### src/rtl/bcd7_pkg.sv
// Shared segment encodings and polarity helper for the BCD 7-segment scan driver.
// Segment vectors are {a,b,c,d,e,f,g}, active-high (1 = lit).
package bcd7_pkg;

    localparam logic [6:0] SEG_0    = 7'b1111110;
    localparam logic [6:0] SEG_1    = 7'b0110000;
    localparam logic [6:0] SEG_2    = 7'b1101101;
    localparam logic [6:0] SEG_3    = 7'b1111001;
    localparam logic [6:0] SEG_4    = 7'b0110011;
    localparam logic [6:0] SEG_5    = 7'b1011011;
    localparam logic [6:0] SEG_6    = 7'b1011111;
    localparam logic [6:0] SEG_7    = 7'b1110000;
    localparam logic [6:0] SEG_8    = 7'b1111111;
    localparam logic [6:0] SEG_9    = 7'b1111011;
    localparam logic [6:0] SEG_DASH = 7'b0000001;
    localparam logic [6:0] SEG_OFF  = 7'b0000000;

    // Converts an active-high segment vector to the board's pin polarity.
    function automatic logic [6:0] seg_polarity(input logic [6:0] seg_hi, input logic active_low);
        logic [6:0] seg_pin;
        if (active_low) begin
            seg_pin = ~seg_hi;
        end else begin
            seg_pin = seg_hi;
        end
        return seg_pin;
    endfunction

endpackage

### src/rtl/bcd_7seg_decode.sv
// Combinational BCD nibble to active-high 7-segment decoder.
// Codes 10..15 render as a dash and raise the invalid flag.
module bcd_7seg_decode
    import bcd7_pkg::*;
(
    input  logic [3:0] nibble,
    output logic [6:0] seg,
    output logic       invalid
);

    // Nibble lookup; anything outside 0..9 is shown as a dash.
    always_comb begin
        seg     = SEG_DASH;
        invalid = 1'b0;
        case (nibble)
            4'd0:    seg = SEG_0;
            4'd1:    seg = SEG_1;
            4'd2:    seg = SEG_2;
            4'd3:    seg = SEG_3;
            4'd4:    seg = SEG_4;
            4'd5:    seg = SEG_5;
            4'd6:    seg = SEG_6;
            4'd7:    seg = SEG_7;
            4'd8:    seg = SEG_8;
            4'd9:    seg = SEG_9;
            default: begin
                seg     = SEG_DASH;
                invalid = 1'b1;
            end
        endcase
    end

endmodule

### src/rtl/bcd_7seg_scan_driver.sv
// Time-multiplexed N-digit BCD display driver: double-buffered word, one digit per
// refresh slot, leading-zero suppression, blanking and selectable pin polarity.
module bcd_7seg_scan_driver
    import bcd7_pkg::*;
#(
    parameter int NUM_DIGITS     = 4,
    parameter int REFRESH_DIV    = 50000,
    parameter int SEG_ACTIVE_LOW = 0,
    parameter int AN_ACTIVE_LOW  = 1,
    parameter int LZ_SUPPRESS    = 1
) (
    input  logic                    clk,
    input  logic                    rst_n,
    input  logic                    load,
    input  logic [4*NUM_DIGITS-1:0] bcd_in,
    input  logic [NUM_DIGITS-1:0]   dp_in,
    input  logic                    blank,
    output logic [6:0]              seg,
    output logic                    dp_out,
    output logic [NUM_DIGITS-1:0]   an,
    output logic                    frame_done,
    output logic                    err
);

    localparam int PW = (REFRESH_DIV > 32'sd1) ? $clog2(REFRESH_DIV) : 32'sd1;
    localparam int IW = (NUM_DIGITS > 32'sd1) ? $clog2(NUM_DIGITS) : 32'sd1;

    localparam logic [PW-1:0]         PRESC_LAST = PW'(REFRESH_DIV - 32'sd1);
    localparam logic [IW-1:0]         IDX_LAST   = IW'(NUM_DIGITS - 32'sd1);
    localparam logic                  SEG_INV    = (SEG_ACTIVE_LOW != 32'sd0);
    localparam logic                  AN_INV     = (AN_ACTIVE_LOW != 32'sd0);
    localparam logic                  LZ_EN      = (LZ_SUPPRESS != 32'sd0);
    localparam logic [NUM_DIGITS-1:0] AN_MASK    = AN_INV ? {NUM_DIGITS{1'b1}} : {NUM_DIGITS{1'b0}};
    localparam logic [6:0]            SEG_IDLE   = seg_polarity(SEG_OFF, SEG_INV);
    localparam logic [NUM_DIGITS-1:0] AN_ONE     = NUM_DIGITS'(1);

    logic [PW-1:0]           presc_q, presc_d;
    logic [IW-1:0]           idx_q, idx_d;
    logic [4*NUM_DIGITS-1:0] pend_bcd_q, pend_bcd_d;
    logic [NUM_DIGITS-1:0]   pend_dp_q, pend_dp_d;
    logic [4*NUM_DIGITS-1:0] disp_bcd_q, disp_bcd_d;
    logic [NUM_DIGITS-1:0]   disp_dp_q, disp_dp_d;
    logic [6:0]              seg_q, seg_d;
    logic                    dp_q, dp_d;
    logic [NUM_DIGITS-1:0]   an_q, an_d;
    logic                    fd_q, fd_d;
    logic                    err_q, err_d;

    logic                    tick_s;
    logic                    wrap_s;
    logic [6:0]              dec_seg_s [NUM_DIGITS];
    logic [NUM_DIGITS-1:0]   dec_inv_s;
    logic [NUM_DIGITS-1:0]   dark_s;
    logic                    zero_above_s;
    logic [6:0]              seg_hi_s;
    logic                    dp_hi_s;
    logic [NUM_DIGITS-1:0]   an_hi_s;

    // One decoder per displayed nibble so err can see every digit at once.
    for (genvar gi = 0; gi < NUM_DIGITS; gi++) begin : g_dec
        bcd_7seg_decode u_dec (
            .nibble  (disp_bcd_q[4*gi +: 4]),
            .seg     (dec_seg_s[gi]),
            .invalid (dec_inv_s[gi])
        );
    end

    // Refresh prescaler and digit index; the index wrap marks the frame boundary.
    always_comb begin
        tick_s = (presc_q == PRESC_LAST);
        wrap_s = tick_s && (idx_q == IDX_LAST);
        if (tick_s) begin
            presc_d = {PW{1'b0}};
        end else begin
            presc_d = presc_q + PW'(1);
        end
        if (wrap_s) begin
            idx_d = {IW{1'b0}};
        end else if (tick_s) begin
            idx_d = idx_q + IW'(1);
        end else begin
            idx_d = idx_q;
        end
        fd_d = wrap_s;
    end

    // Pending buffer takes every load; display buffer only changes at the wrap,
    // so a digit never tears mid-frame and a load on the wrap cycle waits a frame.
    always_comb begin
        if (load) begin
            pend_bcd_d = bcd_in;
            pend_dp_d  = dp_in;
        end else begin
            pend_bcd_d = pend_bcd_q;
            pend_dp_d  = pend_dp_q;
        end
        if (wrap_s) begin
            disp_bcd_d = pend_bcd_q;
            disp_dp_d  = pend_dp_q;
        end else begin
            disp_bcd_d = disp_bcd_q;
            disp_dp_d  = disp_dp_q;
        end
    end

    // Leading-zero map: a digit goes dark when it and everything above it is zero.
    always_comb begin
        zero_above_s = 1'b1;
        dark_s       = {NUM_DIGITS{1'b0}};
        for (int i = NUM_DIGITS - 32'sd1; i > 32'sd0; i--) begin
            zero_above_s = zero_above_s & (disp_bcd_q[4*i +: 4] == 4'd0);
            dark_s[i]    = zero_above_s & LZ_EN;
        end
    end

    // Output selection; polarity is applied last so blanking stays polarity-agnostic.
    always_comb begin
        seg_hi_s = SEG_OFF;
        dp_hi_s  = 1'b0;
        an_hi_s  = {NUM_DIGITS{1'b0}};
        if (blank) begin
            seg_hi_s = SEG_OFF;
            dp_hi_s  = 1'b0;
            an_hi_s  = {NUM_DIGITS{1'b0}};
        end else begin
            if (dark_s[idx_q]) begin
                seg_hi_s = SEG_OFF;
            end else begin
                seg_hi_s = dec_seg_s[idx_q];
            end
            dp_hi_s = disp_dp_q[idx_q];
            an_hi_s = AN_ONE << idx_q;
        end
        seg_d = seg_polarity(seg_hi_s, SEG_INV);
        dp_d  = dp_hi_s ^ SEG_INV;
        an_d  = an_hi_s ^ AN_MASK;
        err_d = |dec_inv_s;
    end

    // State and output registers; reset drives every pin to its unlit/deselected level.
    always_ff @(posedge clk or negedge rst_n) begin
        if (!rst_n) begin
            presc_q    <= {PW{1'b0}};
            idx_q      <= {IW{1'b0}};
            pend_bcd_q <= {(4*NUM_DIGITS){1'b0}};
            pend_dp_q  <= {NUM_DIGITS{1'b0}};
            disp_bcd_q <= {(4*NUM_DIGITS){1'b0}};
            disp_dp_q  <= {NUM_DIGITS{1'b0}};
            seg_q      <= SEG_IDLE;
            dp_q       <= SEG_INV;
            an_q       <= AN_MASK;
            fd_q       <= 1'b0;
            err_q      <= 1'b0;
        end else begin
            presc_q    <= presc_d;
            idx_q      <= idx_d;
            pend_bcd_q <= pend_bcd_d;
            pend_dp_q  <= pend_dp_d;
            disp_bcd_q <= disp_bcd_d;
            disp_dp_q  <= disp_dp_d;
            seg_q      <= seg_d;
            dp_q       <= dp_d;
            an_q       <= an_d;
            fd_q       <= fd_d;
            err_q      <= err_d;
        end
    end

    assign seg        = seg_q;
    assign dp_out     = dp_q;
    assign an         = an_q;
    assign frame_done = fd_q;
    assign err        = err_q;

endmodule
### config.mk
export PLATFORM = sky130hd
export DESIGN_NAME = bcd_7seg_scan_driver
export DESIGN_NICKNAME = d
export VERILOG_FILES = /design/src/rtl/bcd7_pkg.sv /design/src/rtl/bcd_7seg_decode.sv /design/src/rtl/bcd_7seg_scan_driver.sv
export SDC_FILE = /design/constraint.sdc
export NUM_CORES = 1
export LEC_CHECK = 0
export BUFFER_PORTS_ARGS = -buffer_cell sky130_fd_sc_hd__buf_2
export CAP_MARGIN = 25
export CORE_MARGIN = 2
export CORE_UTILIZATION = 59
export DETAILED_ROUTE_END_ITERATION = 8
export PLACE_DENSITY = 0.8
export SETUP_SLACK_MARGIN = 0.3
export SLEW_MARGIN = 10
export SYNTH_ARGS = -nofsm -noshare
export SYNTH_HDL_FRONTEND = slang
export SYNTH_SLANG_ARGS = --single-unit
### constraint.sdc
create_clock -name clk -period 2.45 [get_ports clk]
set_input_delay 0.49 -clock clk [delete_from_list [all_inputs] [get_ports clk]]
set_output_delay 0.49 -clock clk [all_outputs]
set_load 0.1 [all_outputs]
==> implementation parameters <==
Parameter                              Value

Status
  Outcome ... finished clean

Global route
  Total GRT Usage ... 22.8%
  Global-route wire length before repair ... 12600 um
  Total gr overflow ... 0
  Number of antenna violations at the first check in global routing ... 0
  Pin count of the biggest net entering global routing ... 73
  Via count of the first global-routing pass ... ~2.5k

Cells and area
  Commonest cells after routing, fill and taps aside ... sky130_fd_sc_hd__dfrtp_1, sky130_fd_sc_hd__buf_2, sky130_fd_sc_hd__mux2_2
  Count of filler cells inserted in the layout ... 477
  Sequential cell area in the final layout ... 1810 um2
  Most common library cell in the layout ignoring fill and taps ... sky130_fd_sc_hd__dfrtp_1
  Area of the multi-input gates ... 1780 um2
  P&R area growth vs syn ... 11.3%
  Diodes inserted ... 0
  Share of post-route cells with drive strength above 1 ... 31.1%
  # nets final ... 391
  Core occupancy in the finished layout ... 66.8%

Routing
  Number of DRC violations after detailed routing ... 0
  Length of the first detailed-routing pass in iterations ... 5
  Post-DR vias/cell ... 5.93
  Vias post-DR ... 2631
  Post-detailed-route wirelength per cell ... 16.3 um
  Count of antenna-violating nets left after detailed routing ... 0
  Routed WL ... 7240 um
  DRT iter0 DRCs ... 312

Yosys
  Warnings, synthesis ... 0
  Mux contribution to synthesized area ... 14.5%
  Synthesized instance count ... ~340
  Syn Std Cell Area ... between 3000 and 4000 um2
  Share of flip-flops with an asynchronous set or reset after synthesis ... 100%
  Syn_area_per_cell ... 11.1 um2
  Yosys cell types ... 56
  Register bit count reported by yosys ... 72
  Simple logic cell fraction of the synthesized area ... 16.0%
  Primary flip-flop cell chosen by synthesis mapping ... sky130_fd_sc_hd__dfrtp_1
  EDFF count, synth ... 0
  Fraction of the mapped netlist area in compound gates ... 12.4%
  Syn Nets ... roughly 370
  Part of the Yosys area used for sequential elements ... between 40% and 50%
  Largest family of logic cells by synthesized area ... simple AND/OR/NAND/NOR gates
  Adder-cell share of the synthesized area ... 1.67%
  Post-synthesis xor/xnor area fraction ... 2.81%

STA
  Worst slew margin relative to its limit ... 67.1%
  Fin. Hold Viols ... 0
  Worst clock skew ... between 10 and 15 ps
  Fin worst setup slack ... 580 ps
  Final worst path period share ... 76.3%
  Post-route setup TNS ... 0 ps
  Worst slew pin tran ... 482 ps
  Total of endpoints with negative setup slack in the final report ... 0
  Crit path time final ... roughly 1900 ps
  Pins over their slew limit ... 0
  Maximum clock frequency ... 535 MHz
  RSZ-0062 raised after global routing ... no

Die
  Area of the core ... between 6000 and 7000 um2
  Io pins ... 38
  Initial cell density of the core ... 60.0%
  Area of the die ... about 7000 um2
  Number of cell rows ... 29
  Width of the chip ... 83.7 um
  Overall die height ... 83.7 um

CTS
  Number of H-tree levels ... 3
  Hold_buf cts ... 0
  Largest buffer count on any clock path ... 2
  Clock tree from TritonCTS ... yes
  Root buffer cell ... sky130_fd_sc_hd__clkbuf_8
  Clock insertion delay at the later pin of the skew report ... 350 ps
  Clock slew at the register clock pins of the worst setup and hold paths ... 70 ps
  Number of sinks handled by clock tree synthesis ... 72
  Clock buffers created by TritonCTS ... 9

Power
  Peak ir drop on the vdd network ... roughly 0.00038 V
  Cell area power density ... 605 nW/um2
  Static leakage ... 0.00181 uW

Setup path
  Worst EP required ... 2690 ps
  Maximum fanout along the worst path ... 18
  Kind of capture point of the worst setup path ... register
  Crit-path slowest cell ... sky130_fd_sc_hd__dfrtp_1
  Longest individual stage delay on the worst path ... 550 ps
  Worst setup path class ... register to register
  Category of the worst setup path launch point ... register
  Worst Path Arrival ... approximately 2100 ps
  Series of cell instances along the critical path ... o21ai_0 > nand3_1 > mux4_2 > nor3_1

Run
  Count of max-cap constraint violations ... 0

Placement
  Port-buffer cells ... 37
  Post-DP HPWL ... slightly below 5000 um
  Placement Setup Slack ... between 400 and 500 ps
  Gp weighted congestion ... 0.893

Hold path
  Path class of the lowest-slack min-delay path ... input port to asynchronous set/reset pin
-- worst paths after layout --
check,slack (ps),startpoint,depth (start not counted),endpoint
setup / recovery,580,disp_bcd_q[9],4,seg[6]
hold / removal,160,rst_n,2,idx_q[1]
setup reg to reg,580,disp_bcd_q[9],4,seg[6]
hold reg to reg,490,presc_q[0],1,presc_q[0]
max in group asynchronous,1970,rst_n,2,disp_bcd_q[6]
min in group clk,370,dp_in[2],2,pend_dp_q[2]
-- repair_timing --
action	4_1_cts	5_1_grt
gates resized for setup	0	3
buffers inserted	0	0
setup endpoints to repair	0	1
-- Yosys cell counts (2+ instances only) --
cell type | count | area (um2)
sky130_fd_sc_hd__nor2_1 | 22 | 82.6
sky130_fd_sc_hd__nand3_1 | 15 | 75.1
sky130_fd_sc_hd__dfstp_2 | 4 | 105
sky130_fd_sc_hd__inv_1 | 6 | 22.5
sky130_fd_sc_hd__a211oi_1 | 2 | 15.0
sky130_fd_sc_hd__nor4_1 | 6 | 37.5
sky130_fd_sc_hd__a21boi_0 | 4 | 30.0
sky130_fd_sc_hd__nand2b_1 | 7 | 43.8
sky130_fd_sc_hd__ha_1 | 5 | 62.6
sky130_fd_sc_hd__xor2_1 | 7 | 61.3
sky130_fd_sc_hd__o21ai_0 | 21 | 105
sky130_fd_sc_hd__a311oi_1 | 3 | 26.3
sky130_fd_sc_hd__o21a_1 | 3 | 22.5
sky130_fd_sc_hd__nor3b_1 | 3 | 22.5
sky130_fd_sc_hd__nand2_1 | 15 | 56.3
sky130_fd_sc_hd__o22ai_1 | 7 | 43.8
sky130_fd_sc_hd__and4_1 | 3 | 26.3
sky130_fd_sc_hd__nor3_1 | 8 | 40.0
sky130_fd_sc_hd__a221o_1 | 2 | 20.0
sky130_fd_sc_hd__a221oi_1 | 3 | 26.3
sky130_fd_sc_hd__a21oi_1 | 6 | 30.0
sky130_fd_sc_hd__xnor2_1 | 5 | 43.8
sky130_fd_sc_hd__mux4_2 | 3 | 67.6
sky130_fd_sc_hd__a2111oi_0 | 2 | 17.5
sky130_fd_sc_hd__nand4_1 | 5 | 31.3
sky130_fd_sc_hd__buf_6 | 2 | 22.5
sky130_fd_sc_hd__clkbuf_1 | 17 | 63.8
sky130_fd_sc_hd__and2_1 | 2 | 12.5
sky130_fd_sc_hd__a21o_1 | 2 | 15.0
sky130_fd_sc_hd__mux2_2 | 29 | 327
sky130_fd_sc_hd__nor4b_1 | 2 | 17.5
sky130_fd_sc_hd__or3b_2 | 3 | 26.3
sky130_fd_sc_hd__buf_2 | 6 | 30.0
sky130_fd_sc_hd__mux2_4 | 10 | 150
sky130_fd_sc_hd__or4b_2 | 4 | 40.0
sky130_fd_sc_hd__o21bai_1 | 3 | 22.5
sky130_fd_sc_hd__dfrtp_1 | 68 | 1700
sky130_fd_sc_hd__nor2b_1 | 5 | 31.3
-- metrics by stage --
step                cells  total power [uW]  hold WS, ps  cell area (um2)
floorplan             338              1350          194             3740
global placement      428              1410          469             3920
detailed placement    428              1420          483             3920
CTS                   444              2550          163             4160
global route          444              2620          186             4170
finish                444              2520          158             4170
-- kinds of logic after synthesis --
logic type	Yosys count
XOR/XNOR	12
AO/OA/AOI/OAI	68
buffers and inverters	33
AND/OR/NAND/NOR	106
flip-flops	72
multiplexers	42
adder cells (fa/ha/maj)	5
-- registers in the layout (all words and copies together) (netlist names) --
name	flops
dp_out	1
seg	7
pend_bcd_q	16
idx_q	2
disp_bcd_q	16
frame_done	1
pend_dp_q	4
an	4
presc_q	16
err	1
disp_dp_q	4
-- worst max-delay path: cells and delay by family (launching register included) --
family / cells / cell delay (ps)
AOI/OAI and AO/OA: 1 / 400
and+or+nand+nor: 2 / 350
muxes: 1 / 470
DFF: 1 / 550
-- cell type report --
type                            instances  share of cell area (%)
Clock buffer                           10                    3.06
Clock inverter                          6                    2.76
Sequential cell                        72                    43.4
Inverter                                7                   0.631
Multi-Input combinational cell        233                    42.7
Tap cell                               77                    2.31
Timing Repair Buffer                   39                    5.11
-- layer usage --
metal  global-route usage (%)  wire length (um)  vias to the layer above
met4                     9.53               154                        0
met5                        0                 0                        -
met1                     32.3              3290                     1251
li1                         -                 -                     1290
met3                     6.03               398                       15
met2                     33.5              3390                       75
-- report_power, final --
part | internal (uW) | switching (uW)
clock network | 684 | 444
registers | 1230 | 19.5
logic | 52.8 | 92.0
total | 1960 | 555
Power figures use the tool's default switching activity.
